## src/rtl/dtb_pkg.sv

```systemverilog
// Shared trace-buffer constants and types.
// Used by the Logger, the RAM scheduler and the host interface.
package dtb_pkg;

   localparam int TRB_WIDTH      = 16;
   localparam int TRB_ADDR_WIDTH = 8;
   localparam int TRB_HOST_SLOTS = 2;

   typedef enum logic [1:0] {
      SLOT_LOG_WR = 2'd0,
      SLOT_LOG_RD = 2'd1,
      SLOT_HOST   = 2'd2
   } slot_role_t;

endpackage

```

## src/rtl/trb_slot_counter.sv

```systemverilog
// Free-running frame counter for the trace RAM time-division schedule.
// Reports the role of the current cycle; it does not depend on the enable.
module trb_slot_counter
   import dtb_pkg::*;
#(
   parameter int NSLOT = 4
) (
   input  logic       i_clk,
   input  logic       i_rst_n,
   output slot_role_t o_role
);

   localparam int SW = $clog2(NSLOT);

   logic [SW-1:0] r_slot;

   always_ff @(posedge i_clk or negedge i_rst_n) begin
      if (!i_rst_n) begin
         r_slot <= '0;
      end else if (r_slot == SW'(NSLOT - 1)) begin
         r_slot <= '0;
      end else begin
         r_slot <= r_slot + SW'(1);
      end
   end

   always_comb begin
      o_role = SLOT_HOST;
      unique case (1'b1)
         (r_slot == SW'(0)): o_role = SLOT_LOG_WR;
         (r_slot == SW'(1)): o_role = SLOT_LOG_RD;
         default:            o_role = SLOT_HOST;
      endcase
   end

endmodule

```

## src/rtl/trb_mem_scheduler.sv

```systemverilog
// Time-division arbiter of the single-port trace RAM between the
// Logger (write slot, read slot) and the host request/grant port.
module trb_mem_scheduler
   import dtb_pkg::*;
#(
   parameter int HOST_SLOTS = TRB_HOST_SLOTS
) (
   input  logic                      CLK_I,
   input  logic                      RST_NI,
   input  logic                      EN_I,
   output logic                      RW_TURN_O,
   output logic                      WRITE_ALLOW_O,
   output logic                      READ_ALLOW_O,
   input  logic                      LOG_WRITE_I,
   input  logic [TRB_ADDR_WIDTH-1:0] LOG_WPTR_I,
   input  logic [TRB_WIDTH-1:0]      LOG_WDATA_I,
   input  logic [TRB_ADDR_WIDTH-1:0] LOG_RPTR_I,
   output logic [TRB_WIDTH-1:0]      LOG_RDATA_O,
   input  logic                      HOST_REQ_I,
   input  logic                      HOST_WE_I,
   input  logic [TRB_ADDR_WIDTH-1:0] HOST_ADDR_I,
   input  logic [TRB_WIDTH-1:0]      HOST_WDATA_I,
   output logic                      HOST_GNT_O,
   output logic [TRB_WIDTH-1:0]      HOST_RDATA_O,
   output logic                      HOST_RVALID_O,
   output logic [TRB_ADDR_WIDTH-1:0] MEM_ADDR_O,
   output logic                      MEM_WE_O,
   output logic [TRB_WIDTH-1:0]      MEM_WDATA_O,
   input  logic [TRB_WIDTH-1:0]      MEM_RDATA_I
);

   localparam int NSLOT = 2 + HOST_SLOTS;

   slot_role_t           w_role;
   logic                 w_en;
   logic                 w_log_wr;
   logic                 w_log_rd;
   logic                 w_gnt;
   logic                 w_host_rd;
   logic [TRB_WIDTH-1:0] r_rdata;
   logic                 r_rvalid;

   trb_slot_counter #(
      .NSLOT (NSLOT)
   ) u_slot (
      .i_clk   (CLK_I),
      .i_rst_n (RST_NI),
      .o_role  (w_role)
   );

   // Gating with RST_NI keeps allows and grant low during reset.
   assign w_en      = EN_I & RST_NI;
   assign w_log_wr  = w_en & (w_role == SLOT_LOG_WR);
   assign w_log_rd  = w_en & (w_role == SLOT_LOG_RD);
   assign w_gnt     = RST_NI & HOST_REQ_I
                    & ((w_role == SLOT_HOST) | ~EN_I);
   assign w_host_rd = w_gnt & ~HOST_WE_I;

   assign RW_TURN_O     = (w_role == SLOT_LOG_WR);
   assign WRITE_ALLOW_O = w_log_wr;
   assign READ_ALLOW_O  = w_log_rd;
   assign HOST_GNT_O    = w_gnt;
   assign LOG_RDATA_O   = MEM_RDATA_I;
   assign HOST_RDATA_O  = r_rdata;
   assign HOST_RVALID_O = r_rvalid;

   always_comb begin
      MEM_ADDR_O  = '0;
      MEM_WE_O    = 1'b0;
      MEM_WDATA_O = '0;
      unique case (1'b1)
         w_log_wr: begin
            MEM_ADDR_O  = LOG_WPTR_I;
            MEM_WE_O    = LOG_WRITE_I;
            MEM_WDATA_O = LOG_WDATA_I;
         end
         w_log_rd: begin
            MEM_ADDR_O  = LOG_RPTR_I;
         end
         w_gnt: begin
            MEM_ADDR_O  = HOST_ADDR_I;
            MEM_WE_O    = HOST_WE_I;
            MEM_WDATA_O = HOST_WDATA_I;
         end
         default: begin
            MEM_ADDR_O  = '0;
         end
      endcase
   end

   always_ff @(posedge CLK_I or negedge RST_NI) begin
      if (!RST_NI) begin
         r_rdata  <= '0;
         r_rvalid <= 1'b0;
      end else begin
         r_rvalid <= w_host_rd;
         if (w_host_rd) begin
            r_rdata <= MEM_RDATA_I;
         end
      end
   end

endmodule

```

## config.mk

```make
export PLATFORM = sky130hd
export DESIGN_NAME = trb_mem_scheduler
export DESIGN_NICKNAME = d
export VERILOG_FILES = /design/src/rtl/dtb_pkg.sv /design/src/rtl/trb_slot_counter.sv /design/src/rtl/trb_mem_scheduler.sv
export SDC_FILE = /design/constraint.sdc
export NUM_CORES = 1
export LEC_CHECK = 0
export ABC_AREA = 1
export ABC_CLOCK_PERIOD_IN_PS = 5900
export CAP_MARGIN = 25
export CORE_ASPECT_RATIO = 0.6
export CORE_UTILIZATION = 33
export DETAILED_ROUTE_END_ITERATION = 10
export PLACE_DENSITY = 0.95
export SLEW_MARGIN = 30
export SYNTH_ARGS = -nofsm -noshare
export SYNTH_HDL_FRONTEND = slang
export SYNTH_HIERARCHICAL = 1
export SYNTH_SLANG_ARGS = --single-unit
```

## constraint.sdc

```tcl
create_clock -name CLK_I -period 5.9 [get_ports CLK_I]
set_input_delay 1.18 -clock CLK_I [delete_from_list [all_inputs] [get_ports CLK_I]]
set_output_delay 1.18 -clock CLK_I [all_outputs]
set_load 0.01 [all_outputs]
```

After elaboration in Yosys (flattened, before gate mapping)

Cells that the tools add are included.

Add/sub/neg operators: 1
Equality and inequality tests: 4
Muxes and demuxes: 5
Bitwise operators: 9
Reduce and logical (&&, ||, !) cells: 2

Operators by type and width:

| operator            | number |
|---|---|
| $pmux 16 s2         | 1 |
| $pmux 8 s3          | 1 |
| $and 1x1->1         | 6 |
| $eq 2x1->1 const B  | 2 |
| $eq 2x2->1 const B  | 2 |
| $logic_not 2->1     | 2 |
| $pmux 2 s2          | 1 |
| $add 2x1->2 const B | 1 |
| $mux 2              | 1 |
| $not 1->1           | 2 |
| $pmux 1 s2          | 1 |
| $or 1x1->1          | 1 |

Register bits after elaboration: 19
Bits of input ports: 78
Output and inout port bits: 62
Logic and storage cells: 24

Longest topological paths before layout

Gate-level depths: netlist (run 1).

Word-level depth: 6
Depth in mapped cells: 10

Hierarchy

Netlist (run 1), hierarchy kept.

Modules (own cells, without submodules):

| module            | instances | cells each | area an instance (µm²) | seq. area each (µm²) |
|---|---|---|---|---|
| trb_mem_scheduler | 1         | 189        | 1,336.3                | 425.4 |
| trb_slot_counter  | 1         | 10         | 115.1                  | 50.0 |

Least setup slack after synthesis (run 1)

OpenSTA, ideal clock, no wires.

Path kind: input to output
From: in RST_NI
To: out MEM_ADDR_O[0]
Arrival time: 1,904 ps
Setup slack: 2,816 ps
Stages: 5
Buffers on the path: 1
Path through: nand2_1 > clkinv_1 > clkbuf_1 > nand3_1 > nand3_1

Cells in the longest elaborated chain, start to end: 3

RTL lines:

| what                                  | RTL line                                                                  | source |
|---|---|---|
| start: declaration                    | trb_mem_scheduler.sv:9                                                    | `input logic RST_NI,` |
| $and 1x1->1, on equally long branches | trb_mem_scheduler.sv:55, trb_mem_scheduler.sv:52                          |  |
| $and 1x1->1, on equally long branches | trb_mem_scheduler.sv:56, trb_mem_scheduler.sv:53, trb_mem_scheduler.sv:54 |  |
| $pmux 8 s3 (*)                        | trb_mem_scheduler.sv:71                                                   | `unique case (1'b1)` |
| end: declaration                      | trb_mem_scheduler.sv:26                                                   | `output logic [TRB_ADDR_WIDTH-1:0] MEM_ADDR_O,` |

Every way passes the cells marked *; elsewhere a longest branch is shown, timed or not.

Worst setup path after layout (run 1)

From: in RST_NI
To: out MEM_WE_O

Cells in the longest elaborated chain, start to end: 3

RTL lines:

| what                                  | RTL line                                         | source |
|---|---|---|
| $and 1x1->1, on equally long branches | trb_mem_scheduler.sv:55, trb_mem_scheduler.sv:52 |  |
| $and 1x1->1, on equally long branches | trb_mem_scheduler.sv:56, trb_mem_scheduler.sv:53 |  |
| $pmux 1 s2 (*)                        | trb_mem_scheduler.sv:71                          |  |
| end: declaration                      | trb_mem_scheduler.sv:27                          | `output logic MEM_WE_O,` |

Marked as above.

==> results of run 1 <==
[logic make-up (layout without fill, tap and decap cells)]
kind of cell,after synthesis,in the layout
DFF,19,19
and+or+nand+nor,140,140
buffers and inverters,35,155
AOI/OAI and AO/OA,1,1
adders and majority gates,4,4
[metal layers]
| metal | vias up | part of all wire, % | track usage, % |
|---|---|---|---|
| li1 | 885 | - | - |
| met1 | 818 | 45 | 30.3 |
| met2 | 62 | 49 | 35.3 |
| met3 | 0 | 6.0 | 6.24 |
| met4 | 0 | 0 | 1.37 |
| met5 | - | 0 | 0 |
[power by group through the flow]
stage / clock (mW) / combinational (mW) / sequential [mW]
after floorplan: 0 / 0.0502 / 0.173
after detailed placement: 0 / 0.182 / 0.163
after global placement: 0 / 0.177 / 0.163
after global routing: 0.0990 / 0.196 / 0.164
after CTS: 0.0890 / 0.182 / 0.161
final: 0.0857 / 0.181 / 0.162
[layout make-up]
type	instances	area (sq um)	area share, %
tap	60	75.1	2.69
clock buffer	4	45.0	1.62
inverter	9	36.3	1.30
timing repair buffer	142	1410	50.7
multi-input combinational	145	741	26.6
sequential	19	475	17.1
[final timing paths]
| check | startpoint | endpoint | slack, ps | cells after the start |
|---|---|---|---|---|
| setup / recovery | RST_NI | MEM_WE_O | 1350 | 7 |
| hold / removal | HOST_RDATA_O[1] | HOST_RDATA_O[1] | 470 | 2 |
| setup reg to reg | u_slot/r_slot[0] | HOST_RDATA_O[9] | 3860 | 8 |
| hold reg to reg | HOST_RDATA_O[1] | HOST_RDATA_O[1] | 470 | 2 |
| max in group asynchronous | RST_NI | HOST_RDATA_O[2] | 4420 | 2 |
| min in group asynchronous | RST_NI | HOST_RDATA_O[9] | 1270 | 2 |
[tightest hold or removal path, cell delays in order (launching register included)]
cell,delay (ps)
dfrtp_1,340
nand2_1,50
nand2_1,50
[cell usage in the layout, fill, tap and decap left out, drive strengths merged]
| cell | netlist | final |
|---|---|---|
| clkinv | 2 | 2 |
| buf | 23 | 3 |
| nand3 | 25 | 25 |
| nand4 | 24 | 24 |
| inv | 7 | 7 |
| nand2 | 86 | 86 |
| clkdlybuf4s50 | 0 | 139 |
| nor3 | 2 | 2 |
| clkbuf | 3 | 4 |
| nor2 | 3 | 3 |
| dfrtp | 19 | 19 |
| o21ai | 1 | 1 |
| ha | 4 | 4 |
[state kept, by name, indices dropped and copies added, names as in the netlist]
register	cells
HOST_RDATA_O	16
u_slot/r_slot	2
HOST_RVALID_O	1
[metrics by stage]
step	std cells	setup WS [ps]	utilization [%]	hold slack, ps	total power, mW
2_1_floorplan	199	2820	-	477	0.223
3_3_place_gp	375	1380	65.8	455	0.341
3_5_place_dp	375	1300	65.8	458	0.345
4_1_cts	379	1300	66.9	475	0.433
5_1_grt	379	1120	66.9	494	0.459
6_report	379	1350	66.9	470	0.428
==> metrics.cfg, run 1 <==
[clocking]
cts_tree=done
h-tree-depth=1
cts_resized=0
clk_latency_ps=250
cts_setup_buffers=0
clk_pin_slew_ps=60
cts_buffers=3
cts.sinks=19
cts.path.max_buffers=2
cts_hold_buf=0
cts_root_buf=clkbuf_8

[sta]
max_freq_mhz=220
hold_viol=0
grt_setup_unrepaired=no
slew_violations=0
final.setup.tns_ps=0
fin_skew_ps=2.52
fin_crit_sh_pct=77.1
fin_crit_ps=4550
timing.slew.headroom_pct=58.4
setup_viol=0
worst_pin_slew_ps=623

[logic_synthesis]
synth_top_family_by_area=simple AND/OR/NAND/NOR gates
synthTopCellsByArea=dfrtp_1 33%, nand2_1 19%, nand4_1 10%
synth-simple-area-share_pct=47.2
syn_area_sq_um=1450
syn_avg_cell_area_sq_um=7.29
synth_fa_ha_area_share_pct=3.45
synth-edff-count=0
ys_types=21
synth_fp_nets=281
synth_top_area_share_pct=32.8
syn_inst=199
synth-compound-area-share_pct=0.345
synth.mux.area_fraction_pct=0
synth_flop_cell=dfrtp_1
synth_area_leader_cell=dfrtp_1
synth_seq_cells=19
ys_seq_area_share_pct=32.8
post-synth-top-count-cell=nand2_1
async_flop_share_pct=100
ys_top_cells_by_count=74 x nand2_1, 24 x nand3_1, 24 x nand4_1
synth_xor_area_share_pct=0
yosys_warnings=6

[cells_and_area]
final_area_sq_um=2790
syn_to_final_growth_pct=92.0
n_fill_cell=363
drive_gt1_share_pct=6.90
antenna_cells=0
fin_nets=402

[placement]
io_buffers=139
dpl.hpwl_um=4060
gp_congestion=0.671
dpl_cell_area_sq_um=2740

[routing]
drt_pre_antenna_iters=4
routed_via_density=4.66
routed_wl_um=5220
vias=1765
drcViolationCount=0
drtAntennaViolNets=0
wire_per_inst_um=13.8
drtIter0Drc=49

[grt]
grt_max_degree=27
grt_pass1_wl_um=7710
grt_pass1_vias=1580
gr-total-overflow=0
antenna_found_initial=0
grt_usage_pct=21.9

[pwr]
p_seq_share_pct=37.8
pwr-share-clk_pct=20.0
ir_worst_vdd_mv=0.111
p_sw_mw=0.118
power.density_nw_per_um2=154
power.internal_mw=0.310
p_sw_share_pct=27.6
p_comb_share_pct=42.2
p_leak_nw=1.25

[setup_path]
slowest_stage=clkdlybuf4s50_1
critPathMaxFanout=21
start_kind=input pin
arrival_ps=3370
path_buf_inv=3
path_delay_family=buffers and inverters
crit_chain=clkdlybuf4s50_1 -> buf_4 -> nand2_1 -> nor3_4 -> nand2_1 -> o21ai_0 -> clkdlybuf4s50_1
cp.required_ps=4720
cp-end-kind=output pin
max_stage_delay_ps=590
crit_type=input pin to output pin

[die]
rows=18
coreArea_sq_um=4170
die_x_um=87.6
die_h_um=53.4
num_io_pins=140
initial_core_util_pct=34.8
dieArea_sq_um=4680

[hold_path]
holdCritPathClass=flip-flop to flip-flop

[job]
maxCapViolCount=0

[outcome]
status=finished clean

(Power assumes the default switching activity.)
==> run 2: changes to the inputs <==
--- a/config.mk
+++ b/config.mk
@@ -6,12 +6,12 @@
 export NUM_CORES = 1
 export LEC_CHECK = 0
 export ABC_AREA = 1
-export ABC_CLOCK_PERIOD_IN_PS = 5900
+export ABC_CLOCK_PERIOD_IN_PS = 3800
 export CAP_MARGIN = 25
 export CORE_ASPECT_RATIO = 0.6
-export CORE_UTILIZATION = 33
+export CORE_UTILIZATION = 27
 export DETAILED_ROUTE_END_ITERATION = 10
-export PLACE_DENSITY = 0.95
+export PLACE_DENSITY = 0.84
 export SLEW_MARGIN = 30
 export SYNTH_ARGS = -nofsm -noshare
 export SYNTH_HDL_FRONTEND = slang
==> constraint.sdc (replaced) <==
create_clock -name CLK_I -period 3.8 [get_ports CLK_I]
set_input_delay 0.76 -clock CLK_I [delete_from_list [all_inputs] [get_ports CLK_I]]
set_output_delay 0.76 -clock CLK_I [all_outputs]
set_load 0.01 [all_outputs]
==> run 2 against run 1 <==
  * Core utilization is 12 points lower
  * Total power is 57% higher
  * Final cell count is 1.8% higher
  * Clock-buffer cell count is 1 lower
  * Largest cell class unchanged
==> metrics.cfg, run 2 (synthesis gave the netlist of run 1 again) <==
[outcome]
status=finished clean

[pwr]
power.density_nw_per_um2=240
ir_worst_vdd_mv=0.186
p_leak_nw=1.25

[cells_and_area]
final_util_pct=54.9
syn_to_final_growth_pct=93.1
largest_reg_flops=16
final_cell_mix=139 x clkdlybuf4s50_1, 74 x nand2_1, 24 x nand3_1, 24 x nand4_1, 19 x dfrtp_1
fin_nets=403
n_fill_cell=467
antenna_cells=0
layout_commonest_cell=clkdlybuf4s50_1
final_cell_count_no_fill=386
drive_gt1_share_pct=7.50
final_area_sq_um=2800

[sta]
worst_pin_slew_ps=499
fin_crit_ps=3460
grt_setup_unrepaired=no
max_freq_mhz=289
slew_violations=0
setup_viol=0
final.setup.tns_ps=0
fin_skew_ps=9.12
timing.slew.headroom_pct=66.7
fin_crit_sh_pct=91.0
hold_viol=0

[setup_path]
r2r_start=u_slot/r_slot[0]
cp.required_ps=3040
max_stage_delay_ps=530
setup.worst_path.start=u_slot/r_slot[0]
ff2ff_setup_slack_ps=1740
worst_r2r_endpoint=HOST_RDATA_O[8]
start_kind=flip-flop
cp-endpoint=MEM_WDATA_O[13]
cp-end-kind=output pin
rr_worst_depth=8
crit_chain=inv_1 -> ha_1 -> nor2_1 -> nand2_2 -> nand2_4 -> nand2_4 -> inv_4 -> nand2_1 -> nand2_1 -> clkdlybuf4s50_1
crit_type=flip-flop to output pin
slowest_stage=clkdlybuf4s50_1
critPathMaxFanout=26
arrival_ps=2700

[clocking]
clk_latency_ps=260
cts.path.max_buffers=2
cts.sinks=19
clk_pin_slew_ps=80
cts_buffers=3
cts_resized=0
cts_root_buf=clkbuf_8
cts_hold_buf=0
cts_tree=done
cts_setup_buffers=0
h-tree-depth=1

[routing]
drtIter0Drc=81
routed_wl_um=5060
routed_via_density=4.52
drtAntennaViolNets=0
drcViolationCount=0
drt_pre_antenna_iters=5
vias=1745
wire_per_inst_um=13.1

[die]
rows=20
num_io_pins=140
die_h_um=58.8
coreArea_sq_um=5100
initial_core_util_pct=28.4
dieArea_sq_um=5680
die_x_um=96.7

[placement]
gp_congestion=0.782
dpl.hpwl_um=3900
dpl_cell_area_sq_um=2760
io_buffers=139
place_inst=382

[job]
maxCapViolCount=0

[grt]
grt_max_degree=27
grt_pass1_wl_um=7960
gr-total-overflow=0
grt_pass1_vias=1641
antenna_found_initial=0
grt_usage_pct=17.3

[hold_path]
holdCritPathClass=flip-flop to flip-flop
hold_depth=2

## run 2: cell types whose count changed in the layout (fill, tap and decap cells not counted)
cell | before | now
buf_4 | 3 | 4
clkinv_2 | 0 | 1
clkbuf_1 | 1 | 0
## run 2: worst max-delay path: cells and delay by family (launching register included)
family,cells,cell delay [ps]
fa+ha+maj,1,190
buf+inv,3,790
flops,1,430
simple gates,6,1020
## run 2: through the flow
step	hold slack, ps	power [mW]	worst slack, ps
detailed placement	458	0.533	462
CTS	477	0.676	302
floorplan	464	0.346	1430
global placement	456	0.529	511
global route	497	0.711	116
finish	479	0.674	341
## run 2: cell type report
class	count	area [sq um]	share of cell area (%)
Clock buffer	3	41.3	1.47
Clock inverter	1	5.00	0.179
Inverter	9	36.3	1.29
Multi-Input combinational cell	145	741	26.4
Sequential cell	19	475	17.0
Tap cell	66	82.6	2.95
Timing Repair Buffer	143	1420	50.7
## run 2: layer usage
| metal | share of wire (%) | vias up | global-route usage (%) |
|---|---|---|---|
| li1 | - | 888 | - |
| met5 | 0 | - | 0 |
| met2 | 45 | 83 | 26.3 |
| met1 | 46 | 765 | 24.0 |
| met4 | 0.91 | 0 | 4.05 |
| met3 | 8.2 | 9 | 5.46 |
## run 2: where the power goes
| part | switching (mW) | total [mW] | internal [mW] |
|---|---|---|---|
| combinational | 0.105 | 0.279 | 0.174 |
| clock | 0.0707 | 0.144 | 0.0730 |
| sequential | 0.0176 | 0.251 | 0.233 |
## run 2: worst min-delay path by stage
stage / from / endpoint / slack, ps
2_1_floorplan: RST_NI / HOST_RDATA_O[0] / 460
3_3_place_gp: HOST_RDATA_O[5] / HOST_RDATA_O[5] / 460
3_5_place_dp: HOST_RDATA_O[5] / HOST_RDATA_O[5] / 460
4_1_cts: HOST_RDATA_O[5] / HOST_RDATA_O[5] / 480
5_1_grt: HOST_RDATA_O[12] / HOST_RDATA_O[12] / 500
6_report: HOST_RDATA_O[5] / HOST_RDATA_O[5] / 480
==> run 3: changes to the inputs <==
--- a/config.mk
+++ b/config.mk
@@ -12,6 +12,8 @@
 export CORE_UTILIZATION = 27
 export DETAILED_ROUTE_END_ITERATION = 10
 export PLACE_DENSITY = 0.84
+export REMOVE_ABC_BUFFERS = 1
+export SKIP_CTS_REPAIR_TIMING = 1
 export SLEW_MARGIN = 30
 export SYNTH_ARGS = -nofsm -noshare
 export SYNTH_HDL_FRONTEND = slang
==> run 3 against run 2 <==
  * Sequential share of layout area hardly changed
  * Die area unchanged
  * Total power down 0.80%
  * Critical path depth unchanged
  * Sequential cell count stayed put
  * First-iteration DRC count is 30% lower
  * Design area up 0.27%
  * Register-to-register slack better by 80 ps
  * Clock skew decreased by 5.0 ps
  * Critical path type unchanged
==> metrics.cfg, run 3 (synthesis gave the netlist of run 1 again) <==
[grt]
grt_usage_pct=16.5
grt_pass1_wl_um=7670
grt_pass1_vias=1632
antenna_found_initial=0
gr-total-overflow=0
grt_max_degree=27

[routing]
drtIter0Drc=57
routed_wl_um=4760
vias=1748
wire_per_inst_um=12.3
drtAntennaViolNets=0
drt_pre_antenna_iters=4
drcViolationCount=0
routed_via_density=4.52

[die]
die_h_um=58.8
initial_core_util_pct=28.4
num_io_pins=140
rows=20
die_x_um=96.7
dieArea_sq_um=5680
coreArea_sq_um=5100

[setup_path]
start_kind=flip-flop
rr_worst_depth=8
crit_type=flip-flop to output pin
cp.required_ps=3040
max_stage_delay_ps=520
worst_r2r_endpoint=HOST_RDATA_O[12]
ff2ff_setup_slack_ps=1820
slowest_stage=clkdlybuf4s50_1
crit_chain=inv_1 -> ha_1 -> nor2_1 -> nand2_2 -> nand2_4 -> nand2_4 -> inv_4 -> nand2_1 -> nand2_1 -> clkdlybuf4s50_1
setup.worst_path.start=u_slot/r_slot[0]
arrival_ps=2680
critPathMaxFanout=26
cp-endpoint=MEM_WDATA_O[14]
r2r_start=u_slot/r_slot[0]
cp-end-kind=output pin

[sta]
worst_pin_slew_ps=494
slew_violations=0
hold_ws_ps=470
hold_viol=0
final.setup.tns_ps=0
setup_viol=0
fin_crit_ps=3440
fin_crit_sh_pct=90.6
max_freq_mhz=291
fin_skew_ps=4.08
timing.slew.headroom_pct=67.1
grt_setup_unrepaired=no

[outcome]
status=finished clean

[pwr]
ir_worst_vdd_mv=0.144
p_leak_nw=1.26
p_total_mw=0.668
p_seq_share_pct=37.4
p_sw_mw=0.188
p_comb_share_pct=41.7
p_sw_share_pct=28.1
pwr-share-clk_pct=20.9
power.density_nw_per_um2=238
power.internal_mw=0.481

[cells_and_area]
drive_gt1_share_pct=7.79
final_area_sq_um=2810
final_cell_mix=139 x clkdlybuf4s50_1, 74 x nand2_1, 24 x nand3_1, 24 x nand4_1, 19 x dfrtp_1
layout_commonest_cell=clkdlybuf4s50_1
final_cell_count_no_fill=387
largest_reg_flops=16
syn_to_final_growth_pct=93.6
antenna_cells=0
fin_nets=404

[clocking]
cts.sinks=19
clk_latency_ps=250
cts_tree=done
cts_root_buf=clkbuf_8
cts.path.max_buffers=2
clk_pin_slew_ps=70
h-tree-depth=1
cts_buffers=3

[placement]
place_inst=383
io_buffers=139
dpl_cell_area_sq_um=2760
dpl.hpwl_um=3820
gp_congestion=0.694

[hold_path]
hold_depth=2
holdCritPathClass=flip-flop to flip-flop

[job]
maxCapViolCount=0

[run 3: cell count changes in the layout (fill, tap and decap cells not counted)]
cell	previous run	this run
buf_4	4	5
[run 3: critical path: cells and delay by family, from the launching register on]
| kind | cells | cell delay (ps) |
|---|---|---|
| DFF | 1 | 420 |
| buffers and inverters | 3 | 770 |
| and+or+nand+nor | 6 | 1040 |
| adders and majority gates | 1 | 190 |
[run 3: metal layers]
| layer | global-route usage [%] | vias up | share of wire (%) |
|---|---|---|---|
| met5 | 0 | - | 0 |
| met4 | 1.28 | 0 | 0 |
| met3 | 5.70 | 0 | 8.2 |
| met2 | 29.3 | 71 | 48 |
| met1 | 20.5 | 790 | 44 |
| li1 | - | 887 | - |
[run 3: power by group through the flow]
stage | Sequential [mW] | Clock (mW) | Combinational (mW)
finish | 0.250 | 0.140 | 0.279
global route | 0.254 | 0.153 | 0.301
CTS | 0.251 | 0.146 | 0.282
detailed placement | 0.254 | 0 | 0.281
global placement | 0.253 | 0 | 0.278
floorplan | 0.268 | 0 | 0.0551
[run 3: cell type report]
type                       count  area (sq um)
clock buffer                   3          41.3
inverter                       9          36.3
sequential                    19           475
fill                         477          2290
multi-input combinational    145           741
clock inverter                 1          5.00
timing repair buffer         144          1430
tap                           66          82.6
[run 3: per-stage QoR]
step | util, % | setup WS (ps)
finish | 55.0 | 358
CTS | 55.0 | 339
global placement | 54.1 | 501
floorplan | - | 1300
global route | 55.0 | 198
detailed placement | 54.1 | 426
[run 3: how the worst min path moves through the flow]
stage / from / to / slack (ps)
CTS: HOST_RDATA_O[14] / HOST_RDATA_O[14] / 480
global route: HOST_RDATA_O[15] / HOST_RDATA_O[15] / 500
finish: HOST_RDATA_O[4] / HOST_RDATA_O[4] / 470
detailed placement: HOST_RDATA_O[4] / HOST_RDATA_O[4] / 460
floorplan: RST_NI / HOST_RDATA_O[0] / 460
global placement: HOST_RDATA_O[3] / HOST_RDATA_O[3] / 450
